<file path="src/rtl/proc_mem_arb_pkg.sv">
`default_nettype none
// ============================================================================
//  Module      : proc_mem_arb_pkg
//  Description : Shared types for the processor/memory arbiter: requester
//                source IDs, default in-flight depth and the 4-byte memory
//                request/response message formats.
//  Revision    : 1.0  initial release
// ============================================================================
package proc_mem_arb_pkg;

  // Default number of memory requests allowed in flight at once.
  localparam int unsigned DEFAULT_NUM_INFLIGHT = 4;

  // Requester identity, carried in the tag queue to steer responses.
  typedef enum logic {
    SRC_IMEM = 1'b0,
    SRC_DMEM = 1'b1
  } src_e;

  typedef struct packed {
    logic [2:0]  typ;
    logic [7:0]  opaque;
    logic [31:0] addr;
    logic [1:0]  len;
    logic [31:0] data;
  } mem_req_4B_t;

  typedef struct packed {
    logic [2:0]  typ;
    logic [7:0]  opaque;
    logic [1:0]  test;
    logic [1:0]  len;
    logic [31:0] data;
  } mem_resp_4B_t;

endpackage
`default_nettype wire

</file>
<file path="src/rtl/proc_mem_arb_tagq.sv">
`default_nettype none
// ============================================================================
//  Module      : proc_mem_arb_tagq
//  Description : Circular-buffer FIFO of requester source IDs, one entry per
//                outstanding memory request. Pointers carry one extra wrap
//                bit so full and empty are distinguishable.
//  Ports       : clk, reset (async, active-low)
//                push / push_src   : enqueue a source ID
//                pop               : dequeue the head entry
//                head_src          : source ID at the head
//                full / empty      : occupancy flags
//  Revision    : 1.0  initial release
// ============================================================================
module proc_mem_arb_tagq
  import proc_mem_arb_pkg::*;
#(
  parameter int unsigned DEPTH = DEFAULT_NUM_INFLIGHT
) (
  input  logic clk,
  input  logic reset,
  input  logic push,
  input  src_e push_src,
  input  logic pop,
  output src_e head_src,
  output logic full,
  output logic empty
);

  localparam int unsigned     PTR_W   = $clog2(DEPTH);
  localparam logic [PTR_W:0]  PTR_ONE = 1;

  logic [PTR_W:0] r_wr_ptr;
  logic [PTR_W:0] r_rd_ptr;
  src_e           r_slots [DEPTH];

  // Storage needs no reset: entries are only read while the queue is non-empty.
  always_ff @(posedge clk) begin
    if (push) begin
      r_slots[r_wr_ptr[PTR_W-1:0]] <= push_src;
    end
  end

  always_ff @(posedge clk or negedge reset) begin
    if (!reset) begin
      r_wr_ptr <= '0;
      r_rd_ptr <= '0;
    end else begin
      if (push) r_wr_ptr <= r_wr_ptr + PTR_ONE;
      if (pop)  r_rd_ptr <= r_rd_ptr + PTR_ONE;
    end
  end

  // Same index with differing wrap bits means the writer has lapped the reader.
  assign empty    = (r_wr_ptr == r_rd_ptr);
  assign full     = (r_wr_ptr[PTR_W] != r_rd_ptr[PTR_W]) &&
                    (r_wr_ptr[PTR_W-1:0] == r_rd_ptr[PTR_W-1:0]);
  assign head_src = r_slots[r_rd_ptr[PTR_W-1:0]];

endmodule
`default_nettype wire

</file>
<file path="src/rtl/proc_mem_arbiter.sv">
`default_nettype none
// ============================================================================
//  Module      : proc_mem_arbiter
//  Description : Merges instruction-fetch and data request streams onto one
//                in-order memory port with round-robin arbitration, then
//                steers responses back using a queue of source tags. Fetch
//                responses can be squashed via imem_drop.
//  Ports       : clk, reset (async, active-low)
//                imem_req_*  / dmem_req_*  : requester val/rdy/msg inputs
//                mem_req_*                 : shared memory request port
//                mem_resp_*                : shared memory response port
//                imem_resp_* / dmem_resp_* : per-source response streams
//                imem_drop                 : squash one outstanding fetch
//  Revision    : 1.0  initial release
// ============================================================================
module proc_mem_arbiter
  import proc_mem_arb_pkg::*;
#(
  parameter int unsigned p_num_inflight = DEFAULT_NUM_INFLIGHT
) (
  input  logic         clk,
  input  logic         reset,

  input  logic         imem_req_val,
  output logic         imem_req_rdy,
  input  mem_req_4B_t  imem_req_msg,

  input  logic         dmem_req_val,
  output logic         dmem_req_rdy,
  input  mem_req_4B_t  dmem_req_msg,

  output logic         mem_req_val,
  input  logic         mem_req_rdy,
  output mem_req_4B_t  mem_req_msg,

  input  logic         mem_resp_val,
  output logic         mem_resp_rdy,
  input  mem_resp_4B_t mem_resp_msg,

  output logic         imem_resp_val,
  input  logic         imem_resp_rdy,
  output mem_resp_4B_t imem_resp_msg,

  output logic         dmem_resp_val,
  input  logic         dmem_resp_rdy,
  output mem_resp_4B_t dmem_resp_msg,

  input  logic         imem_drop
);

  localparam int unsigned       CNT_W   = $clog2(p_num_inflight + 1);
  localparam logic [CNT_W-1:0]  CNT_MAX = CNT_W'(p_num_inflight);
  localparam logic [CNT_W-1:0]  CNT_ONE = CNT_W'(1);

  src_e             r_last_grant;
  logic [CNT_W-1:0] r_drop_cnt;

  src_e w_grant;
  src_e w_head;
  logic w_full;
  logic w_empty;
  logic w_push;
  logic w_pop;
  logic w_discard;
  logic w_drop_consume;

  // ---------------------------------------------------------------- request
  // On a tie the requester that did not win last time is chosen.
  always_comb begin
    w_grant = SRC_IMEM;
    if (imem_req_val && dmem_req_val) begin
      w_grant = (r_last_grant == SRC_IMEM) ? SRC_DMEM : SRC_IMEM;
    end else if (dmem_req_val) begin
      w_grant = SRC_DMEM;
    end
  end

  // The reset term forces every handshake output low while reset is held,
  // independent of the (already cleared) queue flags.
  assign mem_req_val  = reset && !w_full &&
                        ((w_grant == SRC_DMEM) ? dmem_req_val : imem_req_val);
  assign imem_req_rdy = reset && !w_full && mem_req_rdy && (w_grant == SRC_IMEM);
  assign dmem_req_rdy = reset && !w_full && mem_req_rdy && (w_grant == SRC_DMEM);
  assign mem_req_msg  = (w_grant == SRC_DMEM) ? dmem_req_msg : imem_req_msg;

  assign w_push = mem_req_val && mem_req_rdy;

  always_ff @(posedge clk or negedge reset) begin
    if (!reset) begin
      r_last_grant <= SRC_IMEM;
    end else if (w_push) begin
      r_last_grant <= w_grant;
    end
  end

  // --------------------------------------------------------------- tag queue
  proc_mem_arb_tagq #(
    .DEPTH (p_num_inflight)
  ) u_tagq (
    .clk      (clk),
    .reset    (reset),
    .push     (w_push),
    .push_src (w_grant),
    .pop      (w_pop),
    .head_src (w_head),
    .full     (w_full),
    .empty    (w_empty)
  );

  // --------------------------------------------------------------- response
  // A fetch response is squashed if a drop is pending or arrives this cycle.
  assign w_discard = !w_empty && (w_head == SRC_IMEM) &&
                     ((r_drop_cnt != '0) || imem_drop);

  always_comb begin
    mem_resp_rdy  = 1'b0;
    imem_resp_val = 1'b0;
    dmem_resp_val = 1'b0;
    if (reset && !w_empty) begin
      if (w_head == SRC_DMEM) begin
        mem_resp_rdy  = dmem_resp_rdy;
        dmem_resp_val = mem_resp_val;
      end else if (w_discard) begin
        mem_resp_rdy  = 1'b1;
      end else begin
        mem_resp_rdy  = imem_resp_rdy;
        imem_resp_val = mem_resp_val;
      end
    end
  end

  assign imem_resp_msg = mem_resp_msg;
  assign dmem_resp_msg = mem_resp_msg;

  assign w_pop          = mem_resp_val && mem_resp_rdy;
  assign w_drop_consume = w_pop && w_discard;

  // A pulse arriving together with a discard cancels out, which also covers
  // the case of a pulse consumed directly while the counter is zero.
  always_ff @(posedge clk or negedge reset) begin
    if (!reset) begin
      r_drop_cnt <= '0;
    end else if (imem_drop && !w_drop_consume) begin
      if (r_drop_cnt != CNT_MAX) r_drop_cnt <= r_drop_cnt + CNT_ONE;
    end else if (w_drop_consume && !imem_drop) begin
      r_drop_cnt <= r_drop_cnt - CNT_ONE;
    end
  end

endmodule
`default_nettype wire

</file>
<file path="config.mk">
export PLATFORM = sky130hd
export DESIGN_NAME = proc_mem_arbiter
export DESIGN_NICKNAME = d
export VERILOG_FILES = /design/src/rtl/proc_mem_arb_pkg.sv /design/src/rtl/proc_mem_arb_tagq.sv /design/src/rtl/proc_mem_arbiter.sv
export SDC_FILE = /design/constraint.sdc
export NUM_CORES = 1
export LEC_CHECK = 0
export BUFFER_PORTS_ARGS = -buffer_cell sky130_fd_sc_hd__buf_2
export CAP_MARGIN = 20
export CORE_AREA = 2 2 149 151
export DETAILED_ROUTE_END_ITERATION = 6
export DIE_AREA = 0 0 151 153
export PLACE_DENSITY = 0.46
export SETUP_SLACK_MARGIN = 0.05
export SLEW_MARGIN = 10
export SYNTH_ARGS = -nofsm -noshare
export SYNTH_HDL_FRONTEND = slang
export SYNTH_HIERARCHICAL = 1
export SYNTH_SLANG_ARGS = --single-unit
</file>
<file path="constraint.sdc">
create_clock -name clk -period 6.6 [get_ports clk]
set_input_delay 1.32 -clock clk [delete_from_list [all_inputs] [get_ports clk]]
set_output_delay 1.32 -clock clk [all_outputs]
set_load 0.03 [all_outputs]
</file>
==> results.py, run 1 <==
metrics = {
    "clocking": {
        "clock_pin_transition_on_the_worst_setup_and_hold_timing_paths_ns": 0.04,
        "number_of_buffers_added_by_the_clock_tree_synthesis_step": 3,
        "cts_tree": "yes",
        "number_of_sinks_driven_by_the_clock_tree": 14,
        "clock_tree.root_cell": "clkbuf_16",
        "cts_resized": 0,
        "number_of_h_tree_levels": 1,
        "cts-root-to-sink-buffers": 2,
        "cts_setup_buffers": 0,
        "clock_latency_ns": 0.24,
        "postCtsHoldBufs": 0,
    },
    "synthesis": {
        "biggest_area_consumer_among_synthesized_cells": "mux2_4",
        "syn-num-nets": 480,
        "synth-edff-count": 4,
        "syn_area_per_cell_sq_um": 10.8,
        "count_leader_synth": "buf_4",
        "dominantRegCellSynth": "dfrtp_1",
        "postSynthCellCount": 264,
        "yosysSeqAreaShare_pct": 12.9,
        "netlist_area_sq_um": 2860,
        "yosys.cell_types.count": 34,
        "asyncSetResetFlopFracSynth_pct": 71.4,
        "synth.yosys.warnings": 6,
        "synth_top_cell_area_share_pct": 40.9,
        "synthTopCellsByCount": "buf_4, mux2_4, dfrtp_1",
        "yosys_register_bits": 14,
        "synth_area_leaders": "mux2_4, buf_4, dfrtp_1",
    },
    "placement": {
        "portBuffers": 245,
        "gp_congestion": 0.721,
        "dpl.cell_count": 687,
        "place_ws_ns": 2.37,
        "detailed_place_hpwl_microns": 9690,
        "post_dp_cell_area_sq_um": 3620,
    },
    "hold_path": {
        "hold_path.class": "reg2reg",
        "hold_depth": 1,
        "whs_endpoint": "u_tagq/r_wr_ptr[2]$_DFFE_PN0P_",
        "hp-start": "u_tagq/r_wr_ptr[2]$_DFFE_PN0P_",
    },
    "detailed_routing": {
        "vias_per_cell": 3.45,
        "wl_met2_microns": 5430,
        "topRoutingLayerUsed": "met4",
        "wirelength_microns": 10800,
        "m1_wire_length_microns": 3390,
        "post_drt_wl_per_cell_microns": 15.6,
        "route.vias.total": 2383,
        "dr_wl_met3_microns": 1920,
        "ant_nets": 0,
        "drt_first_iter_violations": 68,
        "drt_pre_antenna_iters": 4,
        "drc": 0,
    },
    "worst_setup_path": {
        "cp_top_family": "buffers and inverters",
        "critPathCaptureType": "output port",
        "path_type_of_the_worst_setup_path": "in2out",
        "r2r_setup_slack_ns": 4.11,
        "cp_common_cell": "buf_2",
        "critPathSlowestCell": "buf_4",
        "cp_num_buf_inv": 3,
        "critical_path.cell_chain": "buf_2 -> a21boi_4 -> buf_4 -> mux2_4 -> buf_2",
        "r2r_start": "u_tagq/r_rd_ptr[0]$_DFFE_PN0P_",
        "timing.rr.end": "r_drop_cnt[2]$_DFFE_PN0P_",
        "cpPeakStageDelay_ns": 0.67,
        "timing.critical_path.from_type": "input pin",
        "crit_fanout": 50,
        "timing.critical_path.required_ns": 5.28,
        "worst_r2r_path_depth": 9,
        "crit_arrival_ns": 2.91,
    },
    "finish": {
        "post_route_cells_drive_above_1_share_pct": 81.0,
        "layout.filler_cells": 2445,
        "finish.net_count": 628,
        "finish.cell_count_without_fillers": 691,
        "area_added_between_synthesis_and_finish_pct": 29.3,
        "area_used_by_multi_input_combinational_logic_sq_um": 1640,
        "antenna_cells": 0,
        "fin_area_sq_um": 3700,
        "final-seq-area_sq_um": 370,
    },
    "status": {
        "status": "complete, no violations",
    },
    "sta": {
        "hold_violations": 0,
        "max-slew-margin-rel_pct": 38.5,
        "slew_viol_final": 0,
        "grt_setup_unrepaired": "no",
        "layout_skew_ns": 0.00313,
        "timing.final.crit_period_ns": 4.23,
        "fin_tns_setup_ns": 0,
        "timing.final.ws_setup_ns": 2.37,
        "period_share_pct": 64.1,
        "timing.fmax_mhz": 236,
        "timing_worst_slew_pin_value_ns": 0.922,
        "timing.final.setup_violations": 0,
    },
    "power_and_ir_drop": {
        "vdd_drop_max_mv": 0.0819,
        "powerDensity_nw_per_um2": 248,
        "cellLeakagePower_uw": 0.00200,
        "design_power_total_uw": 918,
    },
    "die": {
        "boundaryPins": 387,
        "die-width_microns": 151,
        "num_rows": 54,
        "initial_utilization_pct": 13.3,
        "dieHeight_microns": 153,
        "core_area_sq_um": 21500,
        "design.die.area_sq_um": 23100,
    },
    "global_routing": {
        "global_route.overflow_total": 0,
        "grt_pass1_vias": 2355,
        "grt.total_usage_pct": 8.22,
        "grt_antenna_before_repair": 0,
        "grt_start_max_net_pins": 51,
        "grt_pass1_wl_microns": 14200,
    },
    "flow_run": {
        "max-cap-violations": 0,
    },
}
## where the power goes
part           total [uW]  switching (uW)  internal [uW]
clock                 114            32.9           81.5
sequential            168            43.5            125
combinational         636             349            286
## cell type report
cell class                 count  area share, %
clock buffer                   4           2.13
tap                          280           9.47
inverter                       5          0.507
sequential                    14           10.0
multi-input combinational    141           44.4
timing repair buffer         247           33.5
## state kept, by name, summed over array words and instances (netlist names)
signal,count
u_tagq/r_wr_ptr,3
u_tagq/r_slots,4
r_drop_cnt,3
u_tagq/r_rd_ptr,3
r_last_grant,1
## stage by stage
stage	hold WS (ns)	utilization (%)
2_1_floorplan	0.462	-
3_3_place_gp	0.480	16.9
3_5_place_dp	0.478	16.9
4_1_cts	0.486	17.2
5_1_grt	0.499	17.2
6_report	0.489	17.2
## worst reg2reg max path, stage by stage, from the launching register on
cell and delay, ns:
dfrtp_1 0.45, xor2_1 0.21, nor3b_1 0.43, nand4bb_1 0.30, nand2_1 0.11, fa_1 0.43, nor3b_1 0.20, a21oi_1 0.06
o21ai_1 0.13, a21oi_1 0.06
## worst max-delay path by stage
| stage | endpoint | start | cells past startpoint |
|---|---|---|---|
| after floorplan | mem_resp_rdy | imem_drop | 5 |
| after global placement | mem_req_msg[50] | imem_req_val | 5 |
| after detailed placement | mem_req_msg[17] | imem_req_val | 5 |
| after CTS | mem_req_msg[17] | imem_req_val | 5 |
| after global routing | mem_req_msg[17] | imem_req_val | 5 |
| final | mem_req_msg[17] | imem_req_val | 5 |
## per-layer routing
layer  vias to the layer above  track usage (%)
met1                      1069             7.69
met4                         0            0.712
met3                         4             5.85
met5                         -                0
met2                       204             15.0
li1                       1106                -
## logic make-up (layout without fill, tap and decap cells)
logic type	count (synthesis)	count (layout)	synth area share (%)
flops	14	14	12.9
simple gates	30	30	6.08
mux	80	80	42.1
xor+xnor	8	8	2.45
fa+ha+maj	6	6	2.89
buf+inv	109	256	30.0
compound gates	17	17	3.59
## layout by cell type (no fill, tap or decap)
cell type    n
inv_1        4
nand4bb_1    1
mux2_4      78
a21boi_4     1
nor3_1       1
a21oi_1      2
nand4b_1     1
o21ai_0      8
dfrtp_1     10
ha_1         5
o21ai_1      1
inv_2        1
o31ai_1      2
xnor2_1      3
clkbuf_1     1
o22a_1       1
and2_1       4
nand2b_1     2
and3_1       1
clkbuf_16    3
nor2b_1      1
buf_2      245
fa_1         1
buf_4        2
xor2_1       5
and4bb_2     1
nand2_1      5
mux4_2       1
mux2_2       1
nand3b_1     1
o22ai_1      2
nor2_1       8
edfxtp_1     4
nor3b_1      4
(Power assumes the default switching activity.)
==> inputs of run 2 (changes only) <==
--- a/config.mk
+++ b/config.mk
@@ -7,10 +7,10 @@
 export LEC_CHECK = 0
 export BUFFER_PORTS_ARGS = -buffer_cell sky130_fd_sc_hd__buf_2
 export CAP_MARGIN = 20
-export CORE_AREA = 2 2 149 151
+export CORE_AREA = 2 2 151 153
 export DETAILED_ROUTE_END_ITERATION = 6
-export DIE_AREA = 0 0 151 153
-export PLACE_DENSITY = 0.46
+export DIE_AREA = 0 0 153 155
+export PLACE_DENSITY = 0.45
 export SETUP_SLACK_MARGIN = 0.05
 export SLEW_MARGIN = 10
 export SYNTH_ARGS = -nofsm -noshare
==> constraint.sdc (replaced) <==
create_clock -name clk -period 3.95 [get_ports clk]
set_input_delay 0.79 -clock clk [delete_from_list [all_inputs] [get_ports clk]]
set_output_delay 0.79 -clock clk [all_outputs]
set_load 0.03 [all_outputs]
==> results.py, run 2 (same netlist as run 1, synthesis figures left out) <==
metrics = {
    "status": {
        "status": "complete, no violations",
    },
    "placement": {
        "gp_congestion": 0.767,
        "portBuffers": 245,
        "detailed_place_hpwl_microns": 9370,
        "post_dp_cell_area_sq_um": 3640,
    },
    "worst_setup_path": {
        "critPathCaptureType": "output port",
        "r2r_setup_slack_ns": 1.49,
        "timing.rr.end": "r_drop_cnt[2]$_DFFE_PN0P_",
        "crit_arrival_ns": 2.18,
        "cpPeakStageDelay_ns": 0.39,
        "crit_fanout": 70,
        "critPathSlowestCell": "buf_12",
        "r2r_start": "u_tagq/r_rd_ptr[0]$_DFFE_PN0P_",
        "critical_path.cell_chain": "buf_2 -> a21boi_4 -> buf_12 -> mux2_4 -> buf_2",
        "cp_top_family": "buffers and inverters",
        "critPathLaunch": "imem_req_val",
        "cp_common_cell": "buf_2",
        "path_type_of_the_worst_setup_path": "in2out",
        "timing.critical_path.from_type": "input pin",
        "cp_num_buf_inv": 3,
        "timing.critical_path.required_ns": 3.16,
        "worst_r2r_path_depth": 9,
    },
    "global_routing": {
        "grt.met2_usage_pct": 13.0,
        "met1_usage_pct": 9.50,
        "grt_start_max_net_pins": 71,
        "global_route.overflow_total": 0,
        "grt_pass1_wl_microns": 14700,
        "global_route.usage.met3_pct": 4.96,
        "grt.total_usage_pct": 8.22,
        "grt_antenna_before_repair": 0,
        "grt_pass1_vias": 2289,
        "grt.busiest_layer": "met2",
    },
    "clocking": {
        "number_of_buffers_added_by_the_clock_tree_synthesis_step": 3,
        "cts_setup_buffers": 0,
        "clock_tree.root_cell": "clkbuf_16",
        "cts_resized": 0,
        "clock_latency_ns": 0.24,
        "cts-root-to-sink-buffers": 2,
        "number_of_h_tree_levels": 1,
        "number_of_sinks_driven_by_the_clock_tree": 14,
        "cts_tree": "yes",
        "clock_pin_transition_on_the_worst_setup_and_hold_timing_paths_ns": 0.05,
        "postCtsHoldBufs": 0,
    },
    "die": {
        "num_rows": 55,
        "die-width_microns": 153,
        "design.die.area_sq_um": 23700,
        "boundaryPins": 387,
        "dieHeight_microns": 155,
        "initial_utilization_pct": 12.9,
        "core_area_sq_um": 22200,
    },
    "finish": {
        "finish.net_count": 628,
        "fin_area_sq_um": 3730,
        "largest_reg_flops": 4,
        "layout_common_cells": "buf_2, mux2_4, dfrtp_1",
        "layout_commonest_cell": "buf_2",
        "post_route_cells_drive_above_1_share_pct": 81.3,
        "antenna_cells": 0,
        "area_added_between_synthesis_and_finish_pct": 30.3,
    },
    "flow_run": {
        "max-cap-violations": 0,
    },
    "detailed_routing": {
        "vias_per_cell": 3.48,
        "drc": 0,
        "post_drt_wl_per_cell_microns": 15.7,
        "route.vias.total": 2424,
        "wirelength_microns": 11000,
        "drt_pre_antenna_iters": 4,
        "drt_first_iter_violations": 127,
        "ant_nets": 0,
    },
    "sta": {
        "fin_tns_setup_ns": 0,
        "slew_viol_final": 0,
        "timing.final.crit_period_ns": 2.97,
        "timing_worst_slew_pin_value_ns": 0.566,
        "hold_violations": 0,
        "period_share_pct": 75.2,
        "max-slew-margin-rel_pct": 62.3,
        "layout_skew_ns": 0.000744,
        "timing.final.setup_violations": 0,
        "grt_setup_unrepaired": "no",
        "timing.fmax_mhz": 337,
    },
    "power_and_ir_drop": {
        "vdd_drop_max_mv": 0.113,
        "powerDensity_nw_per_um2": 423,
        "cellLeakagePower_uw": 0.00201,
    },
    "hold_path": {
        "hold_path.class": "in2async",
    },
}
[run 2: report_power, final]
group,switching [uW],internal [uW],total [uW]
Clock,58.4,153,212
Combinational,603,482,1080
Sequential,72.3,208,281
[run 2: area by class of cell]
type,instances,area [sq um]
Fill cell,2491,18500
Inverter,5,18.8
Clock buffer,4,88.8
Sequential cell,14,370
Multi-Input combinational cell,141,1640
Timing Repair Buffer,247,1250
Tap cell,285,357
[run 2: worst max-delay path by stage]
stage / end / slack [ns] / cells after the start
after floorplan: mem_resp_rdy / 1.23 / 5
after global placement: mem_req_msg[63] / 0.99 / 5
after detailed placement: mem_req_msg[60] / 0.98 / 5
after CTS: mem_req_msg[60] / 0.98 / 5
after global routing: mem_req_msg[63] / 0.95 / 5
final: mem_req_msg[63] / 0.98 / 5
[run 2: routing by layer]
metal | vias to the layer above | routed length, microns
li1 | 1100 | -
met1 | 1098 | 4220
met2 | 216 | 5080
met3 | 10 | 1450
met4 | 0 | 212
met5 | - | 0
[run 2: stage by stage]
step	hold slack [ns]	total power, uW	utilization, %	setup slack, ns	instances
after global placement	0.481	1380	16.4	0.991	692
after detailed placement	0.481	1380	16.4	0.984	692
after floorplan	0.462	1270	-	1.23	264
after CTS	0.456	1600	16.8	0.981	696
after global routing	0.468	1680	16.8	0.949	696
final	0.447	1580	16.8	0.978	696
==> inputs of run 3 (changes only) <==
--- a/config.mk
+++ b/config.mk
@@ -5,12 +5,13 @@
 export SDC_FILE = /design/constraint.sdc
 export NUM_CORES = 1
 export LEC_CHECK = 0
+export ABC_AREA = 1
 export BUFFER_PORTS_ARGS = -buffer_cell sky130_fd_sc_hd__buf_2
 export CAP_MARGIN = 20
 export CORE_AREA = 2 2 151 153
 export DETAILED_ROUTE_END_ITERATION = 6
 export DIE_AREA = 0 0 153 155
-export PLACE_DENSITY = 0.45
+export PLACE_DENSITY = 0.44
 export SETUP_SLACK_MARGIN = 0.05
 export SLEW_MARGIN = 10
 export SYNTH_ARGS = -nofsm -noshare
==> constraint.sdc (replaced) <==
create_clock -name clk -period 2.9 [get_ports clk]
set_input_delay 0.58 -clock clk [delete_from_list [all_inputs] [get_ports clk]]
set_output_delay 0.58 -clock clk [all_outputs]
set_load 0.03 [all_outputs]
==> results.py, run 3 <==
metrics = {
    "synthesis": {
        "postSynthCellCount": 456,
        "synth-edff-count": 4,
        "synthTopCellsByCount": "nand2_1, buf_4, inv_1",
        "biggest_area_consumer_among_synthesized_cells": "nand2_1",
        "yosysSeqAreaShare_pct": 14.6,
        "yosys_register_bits": 14,
        "synth_top_cell_area_share_pct": 38.6,
        "syn-num-nets": 672,
        "synth.yosys.warnings": 6,
        "dominantRegCellSynth": "dfrtp_1",
        "syn_area_per_cell_sq_um": 5.56,
        "yosys.cell_types.count": 26,
        "count_leader_synth": "nand2_1",
        "netlist_area_sq_um": 2540,
        "synth_area_leaders": "nand2_1, buf_4, dfrtp_1",
        "asyncSetResetFlopFracSynth_pct": 71.4,
    },
    "worst_setup_path": {
        "critPathCaptureType": "output port",
        "cpPeakStageDelay_ns": 0.47,
        "critPathSlowestCell": "dfrtp_1",
        "cp_top_family": "simple AND/OR/NAND/NOR gates",
        "r2r_setup_slack_ns": 0.66,
        "timing.critical_path.required_ns": 2.32,
        "crit_fanout": 7,
        "cp_num_buf_inv": 2,
        "path_type_of_the_worst_setup_path": "reg2out",
        "crit_arrival_ns": 1.78,
        "timing.critical_path.from_type": "flip-flop",
        "cp_common_cell": "nor2_1",
        "critical_path.cell_chain": "xnor2_1 -> nand2_1 -> nor2_1 -> nor2_1 -> nand2_2 -> inv_1 -> nor4_1 -> buf_2",
    },
    "sta": {
        "timing.hold.ws_ns": 0.158,
        "max-slew-margin-rel_pct": 78.7,
        "hold_violations": 0,
        "slew_viol_final": 0,
        "timing.final.crit_period_ns": 2.36,
        "fin_tns_setup_ns": 0,
        "layout_skew_ns": 0.00142,
        "timing.fmax_mhz": 423,
        "timing_worst_slew_pin_value_ns": 0.319,
        "timing.final.setup_violations": 0,
        "period_share_pct": 81.5,
        "grt_setup_unrepaired": "no",
    },
    "hold_path": {
        "hold_path.class": "in2async",
    },
    "global_routing": {
        "grt_start_max_net_pins": 69,
        "grt_pass1_vias": 2808,
        "grt_antenna_before_repair": 1,
        "grt.total_usage_pct": 8.61,
        "global_route.overflow_total": 0,
        "grt_pass1_wl_microns": 16000,
    },
    "detailed_routing": {
        "route.vias.total": 3018,
        "vias_per_cell": 3.41,
        "wl_met2_microns": 5300,
        "m1_wire_length_microns": 4250,
        "post_drt_wl_per_cell_microns": 12.6,
        "topRoutingLayerUsed": "met5",
        "ant_nets": 0,
        "drt_pre_antenna_iters": 4,
        "drc": 0,
        "drt_first_iter_violations": 120,
        "dr_wl_met3_microns": 1360,
        "wirelength_microns": 11100,
    },
    "die": {
        "core_area_sq_um": 22200,
        "initial_utilization_pct": 11.4,
        "boundaryPins": 387,
        "num_rows": 55,
        "dieHeight_microns": 155,
        "die-width_microns": 153,
        "design.die.area_sq_um": 23700,
    },
    "placement": {
        "portBuffers": 245,
        "gp_congestion": 0.753,
        "detailed_place_hpwl_microns": 9620,
    },
    "finish": {
        "post_route_cells_drive_above_1_share_pct": 43.5,
        "layout_commonest_cell": "nand2_1",
        "largest_reg_flops": 4,
        "layout.filler_cells": 2613,
        "final-seq-area_sq_um": 370,
        "finish.net_count": 817,
        "area_added_between_synthesis_and_finish_pct": 37.8,
        "antenna_cells": 0,
        "layout_common_cells": "nand2_1, buf_2, inv_1",
        "area_used_by_multi_input_combinational_logic_sq_um": 1300,
    },
    "clocking": {
        "cts_tree": "yes",
        "clock_tree.root_cell": "clkbuf_16",
        "number_of_h_tree_levels": 1,
        "number_of_sinks_driven_by_the_clock_tree": 14,
        "cts_resized": 0,
        "number_of_buffers_added_by_the_clock_tree_synthesis_step": 3,
        "clock_latency_ns": 0.24,
        "postCtsHoldBufs": 0,
        "cts_setup_buffers": 0,
        "clock_pin_transition_on_the_worst_setup_and_hold_timing_paths_ns": 0.05,
        "cts-root-to-sink-buffers": 2,
    },
    "power_and_ir_drop": {
        "powerDensity_nw_per_um2": 618,
        "cellLeakagePower_uw": 0.00224,
        "vdd_drop_max_mv": 0.222,
        "design_power_total_uw": 2160,
    },
    "status": {
        "status": "complete, no violations",
    },
    "flow_run": {
        "max-cap-violations": 0,
    },
}
## run 3: cell types whose count changed after synthesis, moves of 4 or more
cell / previous run / this run
nand3_1: 0 / 7
mux2_4: 78 / 0
clkbuf_1: 0 / 10
inv_1: 4 / 24
buf_2: 1 / 5
nor3b_1: 4 / 0
and2_1: 4 / 0
buf_8: 7 / 0
nand2_1: 5 / 261
o21ai_0: 8 / 2
## run 3: final cells by class
cell class,instances,area share [%]
Clock inverter,1,0.107
Inverter,25,2.69
Sequential cell,14,10.6
Timing Repair Buffer,251,37.1
Tap cell,285,10.2
Multi-Input combinational cell,306,37.2
Clock buffer,3,2.15
## run 3: cell families (layout without fill, tap and decap cells)
family                     after synthesis  count (layout)  synth area share (%)
AOI/OAI and AO/OA                        9               9                  2.17
buffers and inverters                  136             280                  34.5
DFF                                     14              14                  14.6
and+or+nand+nor                        285             285                  43.4
adders and majority gates                6               6                  3.26
xor gates and xnor gates                 6               6                  2.07
## run 3: per-stage QoR
stage	utilization [%]	instances	area (sq um)	worst slack, ns
5_1_grt	15.7	885	3490	0.302
2_1_floorplan	-	456	2540	0.372
4_1_cts	15.7	885	3490	0.519
3_3_place_gp	15.4	881	3420	0.593
6_report	15.7	885	3490	0.537
3_5_place_dp	15.4	881	3420	0.594
## run 3: power by group
group | total (uW) | switching (uW) | internal, uW | leakage [uW]
Sequential | 373 | 89.8 | 283 | 0.000157
Combinational | 1520 | 1030 | 489 | 0.00204
Clock | 266 | 83.5 | 183 | 0.0000385
Total | 2160 | 1200 | 955 | 0.00224
## run 3: final timing paths
kind	start	to	cells after the start
worst max-delay path	u_tagq/r_rd_ptr[0]$_DFFE_PN0P_	imem_resp_val	8
min in group clk	u_tagq/r_wr_ptr[2]$_DFFE_PN0P_	u_tagq/r_wr_ptr[2]$_DFFE_PN0P_	1
max in group asynchronous	reset	u_tagq/r_wr_ptr[2]$_DFFE_PN0P_	2
worst min register to register	u_tagq/r_wr_ptr[2]$_DFFE_PN0P_	u_tagq/r_wr_ptr[2]$_DFFE_PN0P_	1
worst min-delay path	reset	r_last_grant$_DFFE_PN0P_	1
worst max register to register	u_tagq/r_rd_ptr[0]$_DFFE_PN0P_	r_drop_cnt[2]$_DFFE_PN0P_	15
## run 3: metal layers
metal	GRT usage (%)	up-vias
li1	-	1551
met1	9.81	1236
met2	14.7	215
met3	4.09	14
met4	1.90	2
met5	0	-
